==> src/rtl/arith_cmd_sequencer_29_pkg.sv <==
// Shared definitions for the arithmetic command sequencer: opcodes, legality check, FSM states.
package arith_pkg_29;

  localparam int unsigned OP_W = 4;

  localparam logic [OP_W-1:0] OP_SHIFT = 4'b0000;
  localparam logic [OP_W-1:0] OP_CMP   = 4'b0001;
  localparam logic [OP_W-1:0] OP_DIV   = 4'b0010;
  localparam logic [OP_W-1:0] OP_ZM2U2 = 4'b0011;

  typedef enum logic [1:0] {
    IDLE = 2'd0,
    WAIT = 2'd1,
    HOLD = 2'd2
  } seq_state_t;

  function automatic logic is_legal_op(input logic [OP_W-1:0] op);
    return (op == OP_SHIFT) || (op == OP_CMP) || (op == OP_DIV) || (op == OP_ZM2U2);
  endfunction

endpackage

==> src/rtl/arith_cmd_sequencer_29_fifo.sv <==
// Command FIFO: power-of-two depth, wrapping pointers, exact occupancy count.
module arith_cmd_fifo #(
  parameter int unsigned W     = 68,
  parameter int unsigned DEPTH = 4,
  localparam int unsigned AW   = $clog2(DEPTH),
  localparam int unsigned CW   = AW + 1
) (
  input  logic          clk,
  input  logic          i_reset,
  input  logic          i_push,
  input  logic [W-1:0]  i_wdata,
  input  logic          i_pop,
  output logic [W-1:0]  o_rdata_c,
  output logic          o_full_c,
  output logic          o_empty_c,
  output logic [CW-1:0] o_count
);

  logic [W-1:0]  r_mem [DEPTH];
  logic [AW-1:0] r_wptr;
  logic [AW-1:0] r_rptr;
  logic [CW-1:0] r_count;
  logic          w_do_push;
  logic          w_do_pop;

  assign o_full_c  = (r_count == CW'(DEPTH));
  assign o_empty_c = (r_count == '0);
  assign o_count   = r_count;
  assign o_rdata_c = r_mem[r_rptr];

  // A full FIFO refuses a push even if the head is popped in the same cycle
  assign w_do_push = i_push && !o_full_c;
  assign w_do_pop  = i_pop && !o_empty_c;

  always_ff @(posedge clk) begin
    if (i_reset) begin
      r_wptr  <= '0;
      r_rptr  <= '0;
      r_count <= '0;
    end else begin
      if (w_do_push) r_wptr <= r_wptr + AW'(1);
      if (w_do_pop)  r_rptr <= r_rptr + AW'(1);
      r_count <= r_count + CW'(w_do_push) - CW'(w_do_pop);
    end
  end

  always_ff @(posedge clk) begin
    if (w_do_push) r_mem[r_wptr] <= i_wdata;
  end

endmodule

==> src/rtl/arith_cmd_sequencer_29.sv <==
// Command front-end for the arithmetic unit: queues commands, issues one at a time,
// waits a fixed latency, and returns the captured result on a valid/ready port.
module arith_cmd_sequencer_29
  import arith_pkg_29::*;
#(
  parameter int unsigned M     = 32,
  parameter int unsigned DEPTH = 4,
  parameter int unsigned LAT   = 1
) (
  input  logic                   clk,
  input  logic                   i_reset,
  input  logic                   i_cmd_valid,
  output logic                   o_cmd_ready,
  input  logic [M-1:0]           i_cmd_A,
  input  logic [M-1:0]           i_cmd_B,
  input  logic [3:0]             i_cmd_op,
  output logic [M-1:0]           o_arg_A,
  output logic [M-1:0]           o_arg_B,
  output logic [3:0]             o_op,
  input  logic [M-1:0]           i_unit_result,
  input  logic [3:0]             i_unit_status,
  output logic                   o_rsp_valid,
  input  logic                   i_rsp_ready,
  output logic [M-1:0]           o_rsp_result,
  output logic [3:0]             o_rsp_status,
  output logic [3:0]             o_rsp_op,
  output logic                   o_rsp_err,
  output logic [$clog2(DEPTH):0] o_count
);

  localparam int unsigned FW = 2 * M + OP_W;
  localparam int unsigned CW = $clog2(DEPTH) + 1;
  localparam int unsigned LW = $clog2(LAT + 1);

  seq_state_t r_state;
  seq_state_t w_state_nxt;
  logic [LW-1:0] r_wait;
  logic [LW-1:0] w_wait_nxt;

  logic [M-1:0]    r_arg_A;
  logic [M-1:0]    r_arg_B;
  logic [OP_W-1:0] r_op;
  logic            r_rsp_valid;
  logic [M-1:0]    r_rsp_result;
  logic [3:0]      r_rsp_status;
  logic [OP_W-1:0] r_rsp_op;
  logic            r_rsp_err;

  logic            w_pop;
  logic            w_issue;
  logic            w_reject;
  logic            w_capture;
  logic            w_full;
  logic            w_empty;
  logic [FW-1:0]   w_head;
  logic [M-1:0]    w_head_A;
  logic [M-1:0]    w_head_B;
  logic [OP_W-1:0] w_head_op;
  logic [CW-1:0]   w_count;

  arith_cmd_fifo #(
    .W     (FW),
    .DEPTH (DEPTH)
  ) u_fifo (
    .clk       (clk),
    .i_reset   (i_reset),
    .i_push    (i_cmd_valid),
    .i_wdata   ({i_cmd_A, i_cmd_B, i_cmd_op}),
    .i_pop     (w_pop),
    .o_rdata_c (w_head),
    .o_full_c  (w_full),
    .o_empty_c (w_empty),
    .o_count   (w_count)
  );

  assign w_head_A  = w_head[FW-1 -: M];
  assign w_head_B  = w_head[OP_W +: M];
  assign w_head_op = w_head[OP_W-1:0];

  assign o_cmd_ready  = !w_full;
  assign o_count      = w_count;
  assign o_arg_A      = r_arg_A;
  assign o_arg_B      = r_arg_B;
  assign o_op         = r_op;
  assign o_rsp_valid  = r_rsp_valid;
  assign o_rsp_result = r_rsp_result;
  assign o_rsp_status = r_rsp_status;
  assign o_rsp_op     = r_rsp_op;
  assign o_rsp_err    = r_rsp_err;

  always_ff @(posedge clk) begin
    if (i_reset) begin
      r_state <= IDLE;
      r_wait  <= '0;
    end else begin
      r_state <= w_state_nxt;
      r_wait  <= w_wait_nxt;
    end
  end

  // Capture fires on the edge where the wait counter steps from 1 to 0,
  // i.e. exactly LAT edges after the operands were registered.
  always_comb begin
    w_state_nxt = r_state;
    w_wait_nxt  = r_wait;
    w_pop       = 1'b0;
    w_issue     = 1'b0;
    w_reject    = 1'b0;
    w_capture   = 1'b0;
    case (r_state)
      IDLE: begin
        if (!w_empty) begin
          w_pop = 1'b1;
          if (is_legal_op(w_head_op)) begin
            w_issue     = 1'b1;
            w_wait_nxt  = LW'(LAT);
            w_state_nxt = WAIT;
          end else begin
            w_reject    = 1'b1;
            w_state_nxt = HOLD;
          end
        end
      end
      WAIT: begin
        w_wait_nxt = r_wait - LW'(1);
        if (r_wait == LW'(1)) begin
          w_capture   = 1'b1;
          w_state_nxt = HOLD;
        end
      end
      HOLD: begin
        if (i_rsp_ready) w_state_nxt = IDLE;
      end
      default: w_state_nxt = IDLE;
    endcase
  end

  // Operand and response registers; operands keep their last issued values when idle
  always_ff @(posedge clk) begin
    if (i_reset) begin
      r_arg_A      <= '0;
      r_arg_B      <= '0;
      r_op         <= '0;
      r_rsp_valid  <= 1'b0;
      r_rsp_result <= '0;
      r_rsp_status <= '0;
      r_rsp_op     <= '0;
      r_rsp_err    <= 1'b0;
    end else begin
      if (w_issue) begin
        r_arg_A <= w_head_A;
        r_arg_B <= w_head_B;
        r_op    <= w_head_op;
      end
      if (w_capture) begin
        r_rsp_result <= i_unit_result;
        r_rsp_status <= i_unit_status;
        r_rsp_op     <= r_op;
        r_rsp_err    <= 1'b0;
      end
      if (w_reject) begin
        r_rsp_result <= '0;
        r_rsp_status <= '0;
        r_rsp_op     <= w_head_op;
        r_rsp_err    <= 1'b1;
      end
      r_rsp_valid <= (w_state_nxt == HOLD);
    end
  end

endmodule

==> config.mk <==
export PLATFORM = sky130hd
export DESIGN_NAME = arith_cmd_sequencer_29
export DESIGN_NICKNAME = d
export VERILOG_FILES = /design/src/rtl/arith_cmd_sequencer_29_pkg.sv /design/src/rtl/arith_cmd_sequencer_29_fifo.sv /design/src/rtl/arith_cmd_sequencer_29.sv
export SDC_FILE = /design/constraint.sdc
export NUM_CORES = 1
export LEC_CHECK = 0
export CORE_MARGIN = 4
export CORE_UTILIZATION = 48
export CTS_CLUSTER_DIAMETER = 50
export DETAILED_ROUTE_END_ITERATION = 8
export PLACE_DENSITY_LB_ADDON = 0.2
export RECOVER_POWER = 25
export SYNTH_ARGS = -nofsm -noshare
export SYNTH_HDL_FRONTEND = slang
export SYNTH_SLANG_ARGS = --single-unit
==> constraint.sdc <==
create_clock -name clk -period 3.26 [get_ports clk]
set_input_delay 0.978 -clock clk [delete_from_list [all_inputs] [get_ports clk]]
set_output_delay 0.978 -clock clk [all_outputs]
set_load 0.02 [all_outputs]
* Word level (Yosys, flattened, before mapping)
Memory sizes are Yosys's and may differ from the RTL's. A register that Yosys moved wholly into a read port is not among the register bits.
Cells that the tools add are included.
** Cells by class
- Add/sub/neg operators :: 5
- Equal/unequal tests :: 9
- Mux-type cells :: 26
- Reduce and logical (&&, ||, !) cells :: 14
** Operator list (number)
- $mux 1 :: 16
- $mux 2 :: 6
- $eq 4x2->1 const B :: 2
- $mux 4 :: 2
- $pmux 2 s3 :: 1
- $add 2x1->2 const B :: 2
- $eq 2x2->1 const B :: 2
- $eq 4x1->1 const B :: 1
- $logic_not 4->1 :: 1
- $ne 2x2->1 const B :: 2
- $reduce_bool 2->1 :: 2
- $add 3x1->3 :: 1
- $eq 3x3->1 const B :: 1
- $logic_not 3->1 :: 1
- $logic_or 1x1->1 :: 3
- $reduce_and 3->1 :: 1
- $sub 3x1->3 :: 1
- $eq 2x1->1 const B :: 1
- $logic_and 1x1->1 :: 2
- $logic_not 1->1 :: 2
- $logic_not 2->1 :: 1
- $pmux 1 s2 :: 1
- $reduce_or 2->1 :: 1
- $sub 1x1->1 const B :: 1
** Storage, ports and cells
- Register bits after elaboration :: 120
- Bits in writable memories :: 272
- Bits of input ports :: 108
- Logic and storage cells :: 68
- Memories :: 1
** Memories
- u_fifo.r_mem :: depth 4, width 68, rd ports 1, clocked after Yosys merged registers in 1, wr ports 1, line arith_cmd_sequencer_29_fifo.sv:19 : logic [W-1:0] r_mem [DEPTH];

* Longest topological paths before layout
- Depth after elaboration :: 8
- Gate-level depth with buffers :: 9
- Depth with buffers taken out :: 9

* By module
A second synthesis with hierarchy kept.
** Second synthesis, totals
- Cell total of the unflattened synthesis :: 904
- Area, all modules :: 14293.7 µm²
** Modules (own cells, without submodules)
- arith_cmd_fifo :: instances 1, cells an instance 407, area each 10302.4 µm²
- arith_cmd_sequencer_29 :: instances 1, cells an instance 497, area each 3991.3 µm²

* Worst setup path before layout
Ideal clock, no wire load.
- Kind :: input to register
- Start :: input port i_cmd_valid
- End :: memory u_fifo.r_mem[1][0], enable pin
- Setup time :: 0.433 ns
- Data arrival time :: 3.018 ns
- Slack :: -0.192 ns
- Stages :: 2
- Buffers on the path :: 0
- Path through :: a21boi_1 > and2_1
** On the way
- Cells in the longest elaborated chain, start to end :: 3
** RTL lines
- start: declaration :: line arith_cmd_sequencer_29.sv:12 : input logic i_cmd_valid,
- $logic_and 1x1->1 :: line arith_cmd_sequencer_29_fifo.sv:32 : assign w_do_push = i_push && !o_full_c;
- $mux 1 :: line arith_cmd_sequencer_29_fifo.sv:48 : if (w_do_push) r_mem[r_wptr] <= i_wdata;
- $mux 1 (implied by the code) :: line arith_cmd_sequencer_29_fifo.sv:48
- end: declaration :: line arith_cmd_sequencer_29_fifo.sv:19
No other way between the ends.

* Worst setup path after layout
- Start :: register u_fifo.r_count[1], in the netlist u_fifo.o_count[1]
- End :: output port o_cmd_ready
** On the way
- Cells in the longest elaborated chain, start to end :: 2
** RTL lines
- start: declaration :: line arith_cmd_sequencer_29_fifo.sv:22 : logic [CW-1:0] r_count;
- start signal: assignment :: line arith_cmd_sequencer_29_fifo.sv:43 : r_count <= r_count + CW'(w_do_push) - CW'(w_do_pop);
- $eq 3x3->1 :: line arith_cmd_sequencer_29_fifo.sv:26 : assign o_full_c = (r_count == CW'(DEPTH));
- $logic_not 1->1 :: line arith_cmd_sequencer_29.sv:80 : assign o_cmd_ready = !w_full;
- end: declaration :: line arith_cmd_sequencer_29.sv:13 : output logic o_cmd_ready,
No other way between the ends.

==> qor.csv <==
metric;value;unit
Placer Congestion;0.794;
max-slew violations;0;
Netlist cell types;33;
ys async rst share;0;%
final net count;1244;
RSZ-0062 raised after global routing;no;
switch share;28.1;%
CTS Hold Bufs;0;
Cells after DPL;1468;
crit-path cells;nor2_1 > nand2_1 > clkdlybuf4s50_1;
Startpoint Class;register;
initial antenna violation count;5;
Core Region;0.0289;mm²
Die Area;0.0323;mm²
largest net degree at the start of global routing;69;
# rows;62;
post-CTS sizing;0;
max_cap viols;0;
Die X;180;µm
Vias/cell;5.21;
total wire length;29800;µm
Int Power;10.3;mW
status;finished clean;
clk_skew;0.0111;ns
Critical Path Max Stage Delay;0.62;ns
Max Freq;371;MHz
most frequent cells in the layout;edfxtp_1 (272), nand2_1 (208), clkdlybuf4s50_1 (169);
worst hold path class;reg -> reg;
Initial Util;49.0;%
Clock transition at path regs;0.06;ns
worst-skew pair later-pin latency;0.52;ns
Max clock buf depth;3;
#FFs+latches synth;394;
synthesized cell area;0.0142;mm²
Reg power frac;44.4;%
reg-to-reg slack, setup;0.88;ns
worst-margin pin slew;0.803;ns
clk sinks;394;
cell area power density;786;mW/mm²
CTS tree;built;
final core utilization;63.2;%
CP Class;reg -> out;
GRT overflow;0;
port bufs;221;
share of total power in the clock network;31.3;%
Ports;222;
average wire per standard cell;19.3;µm
Yosys Warn Count;0;
DRT iter0 DRCs;489;
setup tns final;0;ns
slowest stage cell, crit path;clkdlybuf4s50_1;
dpl hpwl;18800;µm
cell count after synthesis;894;
H-Tree Depth;2;
post-CTS setup buffers;0;
via count;8055;
top cells by area, synth;edfxtp_1 (58%), dfxtp_1 (17%), mux4_2 (11%), nand2_1 (5.5%), a21oi_1 (3.7%);
cell accounting for the most synthesized area;edfxtp_1;
CP max FO;6;
Static Leak;5.88;nW
library cell used as clock root buffer;clkbuf_16;
Yosys top cell area share;57.7;%
sequential fraction of the synthesis area;75.0;%
worst vdd ir;553;µV
Sw Pwr;4.03;mW
syn nets;1009;
Data required, critical path;2.28;ns
Avg Inst Size Synth;15.8;µm²
most common cell after layout, fill and taps aside;edfxtp_1;
Vert. Die Dim;180;µm
dominant synthesized flop cell;edfxtp_1;
fin crit share;82.8;%
Combinational Power Share;24.3;%
Final Hold Fails;0;
CTS Buf Count;43;
drt first pass iters;5;
Slew headroom;46.5;%
Setup Viol. Count Final;0;
area delta synth->final;28.9;%
fraction of layout cells with a size suffix above 1;13.4;%
Final min period;2.70;ns
ANT nets after route;0;
Crit path arrival time;1.72;ns
Final Non-Filler Cells;1547;
vias in the first global route;8222;
# DRC;0;
Worst setup EP type;primary output;
gr usage total;18.3;%
first-pass GRT wire length;47200;µm
Post-synth EDFFs;272;
==> state kept, by name, indices dropped and copies added (netlist names), 2 cells and up, named ones only <==
signal          cells
u_fifo.r_mem      272
o_arg_A            32
o_arg_B            32
o_rsp_result       32
o_op                4
o_rsp_op            4
o_rsp_status        4
u_fifo.o_count      3
r_state             2
u_fifo.r_rptr       2
u_fifo.r_wptr       2
==> critical path: cells and delay by family, from the launching register on <==
family        cells  cell delay [ns]
buf+inv           1             0.62
simple gates      2             0.16
flops             1             0.42
==> final timing paths <==
kind                     startpoint                end  depth (start not counted)
setup reg to reg  u_fifo.o_count[1]  u_fifo.o_count[2]                          9
hold / removal          o_arg_A[13]        o_arg_A[13]                          2
setup / recovery  u_fifo.o_count[1]        o_cmd_ready                          3
hold reg to reg         o_arg_A[13]        o_arg_A[13]                          2
==> cell type report <==
type	count	area, µm²
inverter	9	33.8
clock buffer	61	1200
sequential	394	10600
fill	2160	10600
multi-input combinational	440	3290
timing repair buffer	241	2480
antenna	1	2.50
clock inverter	17	124
tap	384	480
==> logic make-up (layout without fill, tap and decap cells) <==
| family | after synthesis | in the layout | synth area share [%] |
|---|---|---|---|
| AO/OA/AOI/OAI | 116 | 116 | 4.27 |
| AND/OR/NAND/NOR | 243 | 243 | 6.94 |
| buffers and inverters | 60 | 328 | 1.94 |
| XOR/XNOR | 5 | 5 | 0.309 |
| other | 0 | 1 | 0 |
| multiplexers | 69 | 69 | 10.9 |
| adder cells (fa/ha/maj) | 7 | 7 | 0.672 |
| flip-flops | 394 | 394 | 75.0 |
==> metal layers <==
| metal | global-route usage (%) | wire length (µm) | part of all wire, % | vias up |
|---|---|---|---|---|
| met5 | 0 | 57 | 0.19 | - |
| met4 | 4.08 | 473 | 1.6 | 8 |
| met3 | 4.51 | 1950 | 6.5 | 46 |
| met2 | 30.7 | 14700 | 49 | 265 |
| met1 | 24.4 | 12600 | 42 | 3954 |
| li1 | - | - | - | 3782 |
==> through the flow <==
| stage | instance area (µm²) | worst slack (ns) | hold slack (ns) | power (mW) |
|---|---|---|---|---|
| 6_report | 18200 | 0.562 | 0.452 | 14.3 |
| 5_1_grt | 18200 | 0.493 | 0.466 | 15.0 |
| 2_1_floorplan | 14200 | 0.535 | 0.485 | 8.67 |
| 3_3_place_gp | 16900 | 0.475 | 0.442 | 9.97 |
| 3_5_place_dp | 16900 | 0.490 | 0.446 | 10.0 |
| 4_1_cts | 18200 | 0.534 | 0.454 | 14.5 |
==> power by group through the flow <==
| stage | logic, mW | clock network, mW | registers (mW) |
|---|---|---|---|
| 2_1_floorplan | 1.99 | 0 | 6.68 |
| 3_3_place_gp | 3.53 | 0 | 6.44 |
| 3_5_place_dp | 3.56 | 0 | 6.47 |
| 4_1_cts | 3.58 | 4.59 | 6.37 |
| 5_1_grt | 3.79 | 4.82 | 6.43 |
| 6_report | 3.48 | 4.48 | 6.36 |
==> cells in the mapped netlist, types with 4 or more instances <==
library cell,n
clkbuf_1,32
nand2b_1,4
xnor2_1,4
nand2_1,208
dfxtp_1,122
a221oi_1,4
ha_1,6
nand3_1,5
nor2_1,9
inv_1,9
a21oi_1,104
edfxtp_1,272
mux4_2,68
and2_1,5
buf_2,12
Note: power is estimated with default switching activity, not from simulation.
